## config.mk

```make
export PLATFORM = sky130hd
export DESIGN_NAME = flame_scheduler_flat
export DESIGN_NICKNAME = d
export VERILOG_FILES = /design/src/rtl/flame_scheduler_if.sv /design/src/rtl/flame_scheduler.sv /design/src/flat_wrapper.sv
export SDC_FILE = /design/constraint.sdc
export NUM_CORES = 1
export LEC_CHECK = 0
export ABC_CLOCK_PERIOD_IN_PS = 3800
export CORE_ASPECT_RATIO = 0.6
export CORE_MARGIN = 5
export CORE_UTILIZATION = 53
export DETAILED_ROUTE_END_ITERATION = 16
export GPL_TIMING_DRIVEN = 0
export PLACE_DENSITY_LB_ADDON = 0.1
export SETUP_SLACK_MARGIN = 0.3
export SLEW_MARGIN = 20
export SYNTH_ARGS = -nofsm -noshare
export SYNTH_HDL_FRONTEND = slang
export SYNTH_SLANG_ARGS = --single-unit
export TNS_END_PERCENT = 1
```

## constraint.sdc

```tcl
create_clock -name clk -period 3.8 [get_ports clk]
set_clock_uncertainty 0.1 [all_clocks]
set_input_delay 0.76 -clock clk [delete_from_list [all_inputs] [get_ports clk]]
set_output_delay 0.76 -clock clk [all_outputs]
set_load 0.02 [all_outputs]
```

## src/rtl/flame_scheduler_if.sv

```systemverilog
// Detonation request handshake between game logic (master) and the flame scheduler (slave).
interface flame_scheduler_if;
  logic       req_valid;
  logic       req_ready;
  logic [4:0] req_tileX;
  logic [4:0] req_tileY;
  logic [1:0] req_range;
  logic       req_err;

  modport master (
    output req_valid, req_tileX, req_tileY, req_range,
    input  req_ready, req_err
  );

  modport slave (
    input  req_valid, req_tileX, req_tileY, req_range,
    output req_ready, req_err
  );
endinterface

```

## src/rtl/flame_scheduler.sv

```systemverilog
// Explosion slot manager: animates up to NSLOT cross-shaped flames paced by new_frame and
// resolves, per pixel, which burning slot covers the current tile for the flame sprite renderer.
module flame_scheduler #(
  parameter int        NSLOT       = 4,
  parameter int        FRAME_TICKS = 8,
  parameter int        NSTEPS      = 4,
  parameter int        GRID_W      = 25,
  parameter int        GRID_H      = 18,
  parameter int signed ORIGIN_X    = 0,
  parameter int signed ORIGIN_Y    = 0
) (
  input  logic                     clk,
  input  logic                     reset_n,
  input  logic                     new_frame,
  flame_scheduler_if.slave         req,
  input  logic signed [10:0]       spotX,
  input  logic signed [10:0]       spotY,
  output logic signed [10:0]       centerXF,
  output logic signed [10:0]       centerYF,
  output logic [1:0]               sprite_num,
  output logic                     flame_on,
  output logic [NSLOT-1:0]         done_mask,
  output logic [3:0]               active_cnt
);

  localparam logic [1:0] S_IDLE  = 2'd0;
  localparam logic [1:0] S_ARMED = 2'd1;
  localparam logic [1:0] S_BURN  = 2'd2;

  localparam int                TW        = (FRAME_TICKS > 1) ? $clog2(FRAME_TICKS) : 1;
  localparam logic [TW-1:0]     TICK_LAST = TW'(FRAME_TICKS - 1);
  localparam logic [1:0]        STEP_LAST = 2'(NSTEPS - 1);
  localparam logic signed [10:0] MISS_POS = -11'sd64;
  localparam logic signed [10:0] OX       = 11'(ORIGIN_X);
  localparam logic signed [10:0] OY       = 11'(ORIGIN_Y);

  logic [1:0]    st   [NSLOT];
  logic [4:0]    cx   [NSLOT];
  logic [4:0]    cy   [NSLOT];
  logic [1:0]    rng  [NSLOT];
  logic [TW-1:0] tick [NSLOT];
  logic [1:0]    step [NSLOT];

  logic [1:0]    nst   [NSLOT];
  logic [TW-1:0] ntick [NSLOT];
  logic [1:0]    nstep [NSLOT];
  logic [NSLOT-1:0] retire;
  logic [NSLOT-1:0] alloc;
  logic [3:0]    cnt_next;
  logic          free_any, accept, tile_ok, store;

  // Lowest-index IDLE slot receives the next accepted request.
  always_comb begin
    free_any = 1'b0;
    alloc    = '0;
    for (int unsigned i = 0; i < NSLOT; i++) begin
      if (st[i] == S_IDLE && !free_any) begin
        alloc[i] = 1'b1;
        free_any = 1'b1;
      end
    end
  end

  assign req.req_ready = free_any;
  assign accept  = req.req_valid & free_any;
  assign tile_ok = ({1'b0, req.req_tileX} < 6'(GRID_W)) && ({1'b0, req.req_tileY} < 6'(GRID_H));
  assign store   = accept & tile_ok;

  always_comb begin
    cnt_next = '0;
    retire   = '0;
    for (int unsigned i = 0; i < NSLOT; i++) begin
      nst[i]   = st[i];
      ntick[i] = tick[i];
      nstep[i] = step[i];
      if (new_frame) begin
        if (st[i] == S_ARMED) begin
          nst[i]   = S_BURN;
          ntick[i] = '0;
          nstep[i] = '0;
        end else if (st[i] == S_BURN) begin
          if (tick[i] == TICK_LAST) begin
            ntick[i] = '0;
            if (step[i] == STEP_LAST) begin
              nst[i]    = S_IDLE;
              retire[i] = 1'b1;
            end else begin
              nstep[i] = step[i] + 2'd1;
            end
          end else begin
            ntick[i] = tick[i] + TW'(1);
          end
        end
      end
      // The allocated slot is IDLE, so new_frame never touches it in the same cycle.
      if (store && alloc[i]) begin
        nst[i]   = S_ARMED;
        ntick[i] = '0;
        nstep[i] = '0;
      end
      cnt_next = cnt_next + 4'(nst[i] != S_IDLE);
    end
  end

  logic signed [10:0] rel_x, rel_y, tile_x, tile_y;
  logic signed [5:0]  tx6, ty6;
  logic               spot_in, hit;
  logic [1:0]         hit_step;
  logic signed [10:0] hit_x, hit_y;

  assign rel_x   = spotX - OX;
  assign rel_y   = spotY - OY;
  assign tile_x  = rel_x >>> 5;
  assign tile_y  = rel_y >>> 5;
  assign tx6     = tile_x[5:0];
  assign ty6     = tile_y[5:0];
  assign spot_in = !tile_x[10] && !tile_y[10] &&
                   (tile_x < $signed(11'(GRID_W))) && (tile_y < $signed(11'(GRID_H)));
  assign hit_x   = OX + $signed({tile_x[5:0], 5'b0});
  assign hit_y   = OY + $signed({tile_y[5:0], 5'b0});

  always_comb begin
    logic signed [5:0] dx, dy, adx, ady;
    logic on_col, on_row;
    hit      = 1'b0;
    hit_step = '0;
    dx = '0; dy = '0; adx = '0; ady = '0;
    on_col = 1'b0; on_row = 1'b0;
    for (int unsigned i = 0; i < NSLOT; i++) begin
      dx     = tx6 - $signed({1'b0, cx[i]});
      dy     = ty6 - $signed({1'b0, cy[i]});
      adx    = dx[5] ? -dx : dx;
      ady    = dy[5] ? -dy : dy;
      on_col = (dx == 6'sd0) && (ady <= $signed({4'b0, rng[i]}));
      on_row = (dy == 6'sd0) && (adx <= $signed({4'b0, rng[i]}));
      if (!hit && spot_in && st[i] == S_BURN && (on_col || on_row)) begin
        hit      = 1'b1;
        hit_step = step[i];
      end
    end
  end

  always_ff @(posedge clk or negedge reset_n) begin
    if (!reset_n) begin
      for (int unsigned i = 0; i < NSLOT; i++) begin
        st[i]   <= S_IDLE;
        cx[i]   <= '0;
        cy[i]   <= '0;
        rng[i]  <= '0;
        tick[i] <= '0;
        step[i] <= '0;
      end
      flame_on    <= 1'b0;
      centerXF    <= MISS_POS;
      centerYF    <= MISS_POS;
      sprite_num  <= '0;
      done_mask   <= '0;
      req.req_err <= 1'b0;
      active_cnt  <= '0;
    end else begin
      for (int unsigned i = 0; i < NSLOT; i++) begin
        st[i]   <= nst[i];
        tick[i] <= ntick[i];
        step[i] <= nstep[i];
        if (store && alloc[i]) begin
          cx[i]  <= req.req_tileX;
          cy[i]  <= req.req_tileY;
          rng[i] <= req.req_range;
        end
      end
      done_mask   <= retire;
      req.req_err <= accept & ~tile_ok;
      active_cnt  <= cnt_next;
      flame_on    <= hit;
      centerXF    <= hit ? hit_x : MISS_POS;
      centerYF    <= hit ? hit_y : MISS_POS;
      sprite_num  <= hit ? hit_step : 2'd0;
    end
  end

endmodule

```

## src/flat_wrapper.sv

```systemverilog
// flat-port wrapper written by rule: the top's interface ports become plain ports
module flame_scheduler_flat 
#(
  parameter int        NSLOT       = 4,
  parameter int        FRAME_TICKS = 8,
  parameter int        NSTEPS      = 4,
  parameter int        GRID_W      = 25,
  parameter int        GRID_H      = 18,
  parameter int signed ORIGIN_X    = 0,
  parameter int signed ORIGIN_Y    = 0
)
  (clk, reset_n, new_frame, spotX, spotY, centerXF, centerYF, sprite_num, flame_on, done_mask, active_cnt, req_req_valid, req_req_tileX, req_req_tileY, req_req_range, req_req_ready, req_req_err);
  flame_scheduler_if req_i ();
  input  logic clk;
  input  logic reset_n;
  input  logic new_frame;
  input  logic signed [10:0] spotX;
  input  logic signed [10:0] spotY;
  output logic signed [10:0] centerXF;
  output logic signed [10:0] centerYF;
  output logic [1:0] sprite_num;
  output logic flame_on;
  output logic [NSLOT-1:0] done_mask;
  output logic [3:0] active_cnt;
  input wire logic [$bits(req_i.req_valid)-1:0] req_req_valid;
  input wire logic [$bits(req_i.req_tileX)-1:0] req_req_tileX;
  input wire logic [$bits(req_i.req_tileY)-1:0] req_req_tileY;
  input wire logic [$bits(req_i.req_range)-1:0] req_req_range;
  output wire logic [$bits(req_i.req_ready)-1:0] req_req_ready;
  output wire logic [$bits(req_i.req_err)-1:0] req_req_err;
  assign req_i.req_valid = req_req_valid;
  assign req_i.req_tileX = req_req_tileX;
  assign req_i.req_tileY = req_req_tileY;
  assign req_i.req_range = req_req_range;
  assign req_req_ready = req_i.req_ready;
  assign req_req_err = req_i.req_err;
  flame_scheduler #(.NSLOT(NSLOT), .FRAME_TICKS(FRAME_TICKS), .NSTEPS(NSTEPS), .GRID_W(GRID_W), .GRID_H(GRID_H), .ORIGIN_X(ORIGIN_X), .ORIGIN_Y(ORIGIN_Y)) u_core (.clk(clk), .reset_n(reset_n), .new_frame(new_frame), .req(req_i), .spotX(spotX), .spotY(spotY), .centerXF(centerXF), .centerYF(centerYF), .sprite_num(sprite_num), .flame_on(flame_on), .done_mask(done_mask), .active_cnt(active_cnt));
endmodule
```

Word level (Yosys, flattened, before mapping)
Index checks and enable logic that the tools add are counted.

$lt $le $gt $ge: 12. Reductions and logical operators: 78. Equality and inequality tests: 20. Shifts and indexed selects: 0. Mux-type cells: 114. Add/subtract/negate cells: 27. Div/mod/pow operators: 0. Bitwise operators: 4. Multipliers: 0.

Operators with widths (number): $mux W2 (53); $mux W3 (20); $le A6 B3 Y1 (8); $logic_not A6 Y1 (8); $mux W6 (8); $neg A6 Y6 (8); $sub A6 B6 Y6 (8); $mux W1 (31); $logic_and A1 B1 Y1 (30); $reduce_bool A3 Y1 (8); $mux W11 (2); $eq A2 B2 Y1 const B (8); $reduce_and A4 Y1 (4); $reduce_bool A2 Y1 (8); $add A3 B1 Y3 const B (4); $eq A3 B3 Y1 const B (4); $lt A6 B6 Y1 const B (2); $ne A3 B2 Y1 const B (4); $lt A5 B5 Y1 const B (2); $add A2 B1 Y2 const B (4); $add A4 B1 Y4 (2); $eq A2 B1 Y1 const B (4); $logic_not A1 Y1 (8); $logic_not A2 Y1 (4); other kinds (5) (13).

Bits in writable memories: 0. Input bits: 38. Memories: 0. Output and inout port bits: 35. Bits in registers: 110. Bits in latches: 0. Bits in read-only memories: 0.

Longest topological paths before layout
Depth in word-level cells: 24. Mapped depth: 18. Gate-level depth less buffers: 17.

Least setup slack after synthesis
Ideal clock, no wire load.

Kind: in2reg. Start: input port spotY[5]. End: register u_core.centerXF[6]. Arrival: 4.027 ns. Setup slack: -0.409 ns. Stages: 18. Library setup time: 0.082 ns. Path through: inv_1 -> ha_1 -> inv_1 -> fa_1 -> inv_1 -> ha_1 -> nand2_1 -> o21ai_0 -> ha_1 -> nor2b_1 -> a2bb2oi_1 -> a2111oi_0 -> mux2i_1 -> or4_4 -> o21ai_4 -> a2111oi_2 -> buf_6 -> or2_1.

Word-level cells in the longest chain between the ends: 24.

Ends and longest elaborated chain: from (decl) (line flat_wrapper.sv:18) `input logic signed [10:0] spotY;`; $sub A6 B6 Y6 (line flame_scheduler.sv:131) `dy = ty6 - $signed({1'b0, cy[i]});`; $neg A6 Y6 (line flame_scheduler.sv:133) `ady = dy[5] ? -dy : dy;`; $mux W6 (line flame_scheduler.sv:133); $le A6 B3 Y1 (line flame_scheduler.sv:134) `on_col = (dx == 6'sd0) && (ady <= $signed({4'b0, rng[i]}));`; $logic_and A1 B1 Y1 (line flame_scheduler.sv:134); $logic_or A1 B1 Y1 (line flame_scheduler.sv:136) `if (!hit && spot_in && st[i] == S_BURN && (on_col || on_row)) begin`; $logic_and A1 B1 Y1 (line flame_scheduler.sv:136); $mux W1 (line flame_scheduler.sv:136); [... 4 more ...]; $mux W1 (line flame_scheduler.sv:136); $logic_not A1 Y1 (line flame_scheduler.sv:136); $logic_and A1 B1 Y1 (3 in series) (line flame_scheduler.sv:136); $mux W1 (line flame_scheduler.sv:136); $logic_not A1 Y1 (line flame_scheduler.sv:136); $logic_and A1 B1 Y1 (3 in series) (line flame_scheduler.sv:136); $mux W1 * (line flame_scheduler.sv:136); $mux W11 * (line flame_scheduler.sv:175) `centerXF <= hit ? hit_x : MISS_POS;`; to (signal assigned) (line flame_scheduler.sv:175); to (decl) (line flame_scheduler.sv:18) `output logic signed [10:0] centerXF,`.

Every way passes the cells marked *; elsewhere a longest branch is shown, timed or not. A chain may end at the register's enable or synchronous reset.

Worst setup path in the final report
Start: input port spotY[5]. End: register u_core.centerXF[9].

The elaborated chain is that of the path after synthesis.

==> metrics.txt <==
critical path's top delay family=adder cells; Critical Path Fanout Max=6; Mean Syn Cell Area=a little over 9 µm²; Cell Area, Synth=approximately 7500 µm²; Die Wd=between 150 and 200 µm; max-cap viol count=0; Final Max Slew Viols=0; largest net degree at the start of global routing=51; CP peak stage delay=0.58 ns; yosys synthesis warning count=0; internal cell power=between 4 and 5 mW; Worst Hold Class=primary input to async pin; Initial Utilization=54.56%; Detailed Route Iter0 Violations=around 700; clk buf depth=2; Hold Slack=between 0.2 and 0.25 ns; Final WS setup=-0.2240 ns; first-pass iteration count of the detailed router=5; total power=approximately 8.5 mW; endpoint class of the critical path=flop; Routed Antenna Nets=0; CTS tree=done; Reg-to-Reg End=u_core.centerXF[9]; GP Congestion=between 0.8 and 0.9; detailed-route via count=about 6,800; VDD IR max=0.4655 mV; most common flop cell mapped by yosys=dfrtp_1; failing checks=negative setup slack; Fin. Hold Viols=0; vias per inst=roughly 6; Placement Rows=33; Max stage delay cell, worst path=fa_1; CP bufs+invs=8; Tcrit/Tclk final=105.9%; switching part of the total power=a little under half; crit path launch type=primary input; sequential fraction of design power=20.4%; CP startpoint=spotY[5]; # setup viols final=15; Critical Path Stages=20; highest clock rate=~250 MHz; Avg WL per Cell=~20 µm; Yosys reg bits=99; vias in the first global route=roughly 6,700; most frequent cells in the layout=dfrtp_1, nand2_1, o21ai_0; Async SR Flop Fraction=100.0%; reg-to-reg startpoint=u_core.cy[6]; Crit Path Class=primary input to flop; slew margin rel.=between 20% and 30%; I/O pins=between 70 and 80; Die Span Y=102.2 µm; R2R depth=18; clock tree root driver cell=clkbuf_16; core area=around 14,000 µm²; Layout area overhead=29.25%; sequential cell area fraction in the yosys report=between 30% and 40%; Worst-Skew Late Latency=~0.35 ns; Req. time, crit path=3.99 ns; CTS Sinks=99; Yosys cell types=between 70 and 80; CP arrival=~4.2 ns; cell type with the highest aggregate area in the netlist=dfrtp_1; Worst-Margin Slew=~1.1 ns; Pleak=between 4 and 5 nW; clk slew on worst S/H paths=~0.070 ns; dpl ws=-1.802 ns; H-tree levels=3; main area contributors after synthesis=dfrtp_1, ha_1, o21ai_0, nand2_1, dfstp_2; R2R setup slack=-0.07 ns; EDFF count, synth=0; RSZ-0062 raised after global routing=yes; most frequent CP cell=ha_4; HPWL Detailed=~16,000 µm; CP Cell Sequence=buf_12 -> inv_12 -> buf_12 -> ha_4 -> inv_2 -> fa_1 -> inv_2 -> ha_4 -> mux2_4 -> ha_4 -> nor2b_4 -> o21ai_2 -> nor4bb_4 -> a311oi_2 -> o41ai_4 -> buf_4 -> a2111oi_4 -> buf_4 -> buf_6 -> or2_1; Clk pwr share=between 10% and 20%; nets=between 1,000 and 1,500; Power Dens Cells=between 800 and 900 nW/µm²; DRC violations left=0; initial antenna violation count=0; area of the die=approximately 17,000 µm²; Critical Path End=u_core.centerXF[9]; layout cells sized above 1=22.53%; Psw=just under 4 mW; most common cell after layout, fill and taps aside=dfrtp_1; FILL cells=1,021; Comb power frac=68.6%; Num CTS Buffers=9; grt ovf=0; hold buffer count at cts=0; GRT Resource Usage Total=between 20 and 30%; Total Routed Length=between 20,000 and 25,000 µm; final period demand of the worst path=between 4 and 5 ns; Syn Inst Count=828; top-area cell type share of the netlist area=slightly below 30%; port bufs=50; first-pass GRT wire length=between 30,000 and 40,000 µm; outcome=finished with violations
==> worst reg2reg max path, stage by stage (launching register included) <==
cell,delay (ns)
dfrtp_1,0.37
inv_1,0.12
ha_1,0.25
nor2b_4,0.13
o2111a_1,0.26
a211oi_4,0.30
nand2_1,0.10
o21ai_1,0.09
ha_1,0.25
nor2b_4,0.14
a2bb2oi_4,0.15
a2111oi_4,0.18
mux2i_1,0.13
or4_4,0.53
o21ai_4,0.12
a2111oi_4,0.05
buf_4,0.17
buf_6,0.14
or2_1,0.21
==> cells in the mapped netlist (6+ instances only) <==
| master | instances |
|---|---|
| a21oi_1 | 23 |
| xor2_1 | 12 |
| nor3b_1 | 8 |
| fa_1 | 9 |
| or2_2 | 11 |
| nand3_1 | 22 |
| clkbuf_1 | 17 |
| ha_1 | 78 |
| and3_1 | 6 |
| a211oi_1 | 9 |
| nor3_1 | 19 |
| a221o_1 | 6 |
| mux2_2 | 17 |
| dfstp_2 | 10 |
| buf_4 | 11 |
| nor2b_1 | 24 |
| nand3b_1 | 6 |
| dfrtp_1 | 89 |
| mux2i_1 | 7 |
| or2_1 | 9 |
| a22o_1 | 14 |
| o21ai_0 | 75 |
| xnor2_1 | 19 |
| a22oi_1 | 9 |
| a21o_1 | 9 |
| nand2_1 | 85 |
| inv_1 | 66 |
| nand2b_1 | 20 |
| nor2_1 | 45 |
==> layer usage <==
layer	vias to the layer above	part of all wire [%]	GRT usage, %
met3	34	8.3	5.159
met4	0	1.5	5.799
met1	3343	45	39.42
li1	3177	-	-
met5	-	0	0
met2	286	45	42.77
==> power by group through the flow <==
stage | sequential [mW] | clock, mW | combinational [mW]
final | 1.73 | 0.935 | 5.82
after global routing | 1.78 | 1.00 | 6.37
after CTS | 1.71 | 0.952 | 5.17
after detailed placement | 1.72 | 0 | 4.47
after global placement | 1.70 | 0 | 4.16
after floorplan | 1.67 | 0 | 3.47
==> kinds of logic (layout without fill, tap and decap cells) <==
family / after synthesis / after routing / synth area share [%]
simple gates: 278 / 278 / 19.20
mux: 24 / 24 / 3.486
xor+xnor: 31 / 31 / 3.619
fa+ha+maj: 87 / 87 / 15.41
compound gates: 209 / 209 / 19.41
buf+inv: 99 / 211 / 5.637
other cells: 1 / 12 / 0.04999
flops: 99 / 99 / 33.19
==> cell type report <==
class	instances	area, µm²	area share (%)
buffer	32	182.7	1.884
timing repair buffer	96	932.1	9.613
multi-input combinational	640	5283	54.48
sequential	99	2490	25.68
clock buffer	11	242.7	2.503
tap	192	240.2	2.477
clock inverter	5	52.55	0.5419
antenna	1	2.502	0.02581
inverter	67	271.5	2.800
==> repair_timing <==
| item | in CTS | in global routing |
|---|---|---|
| gates resized for setup | 146 | 56 |
| setup endpoints to repair | 38 | 17 |
| setup buffers | 32 | 12 |
| pin swaps | 32 | 43 |
| gates cloned | 1 | 0 |
==> metrics by stage <==
stage,util (%),cells,instance area [µm²],TNS [ns]
floorplan,-,838,7611,-2.114
global placement,60.74,1080,8352,-213.19
detailed placement,60.95,1081,8381,-39.26
CTS,68.11,1130,9365,-2.428
global route,70.51,1142,9694,-4.071
finish,70.53,1143,9697,-2.691
==> worst min path at each step <==
stage	endpoint	depth (start not counted)
after floorplan	u_core.cx[0]	2
after global placement	u_core.cx[15]	2
after detailed placement	u_core.cy[0]	2
after CTS	u_core.cx[11]	1
after global routing	u_core.cx[11]	1
final	u_core.cx[11]	1
==> flip-flops by register name, indices dropped and copies added (netlist names), 2 cells and up <==
| name | cells |
|---|---|
| u_core.centerYF | 6 |
| u_core.active_cnt | 3 |
| u_core.step | 8 |
| u_core.centerXF | 6 |
| u_core.sprite_num | 2 |
| u_core.tick | 12 |
| u_core.done_mask | 4 |
| u_core.st | 8 |
| u_core.rng | 8 |
| u_core.cx | 20 |
| u_core.cy | 20 |
Power figures use the tool's default switching activity.
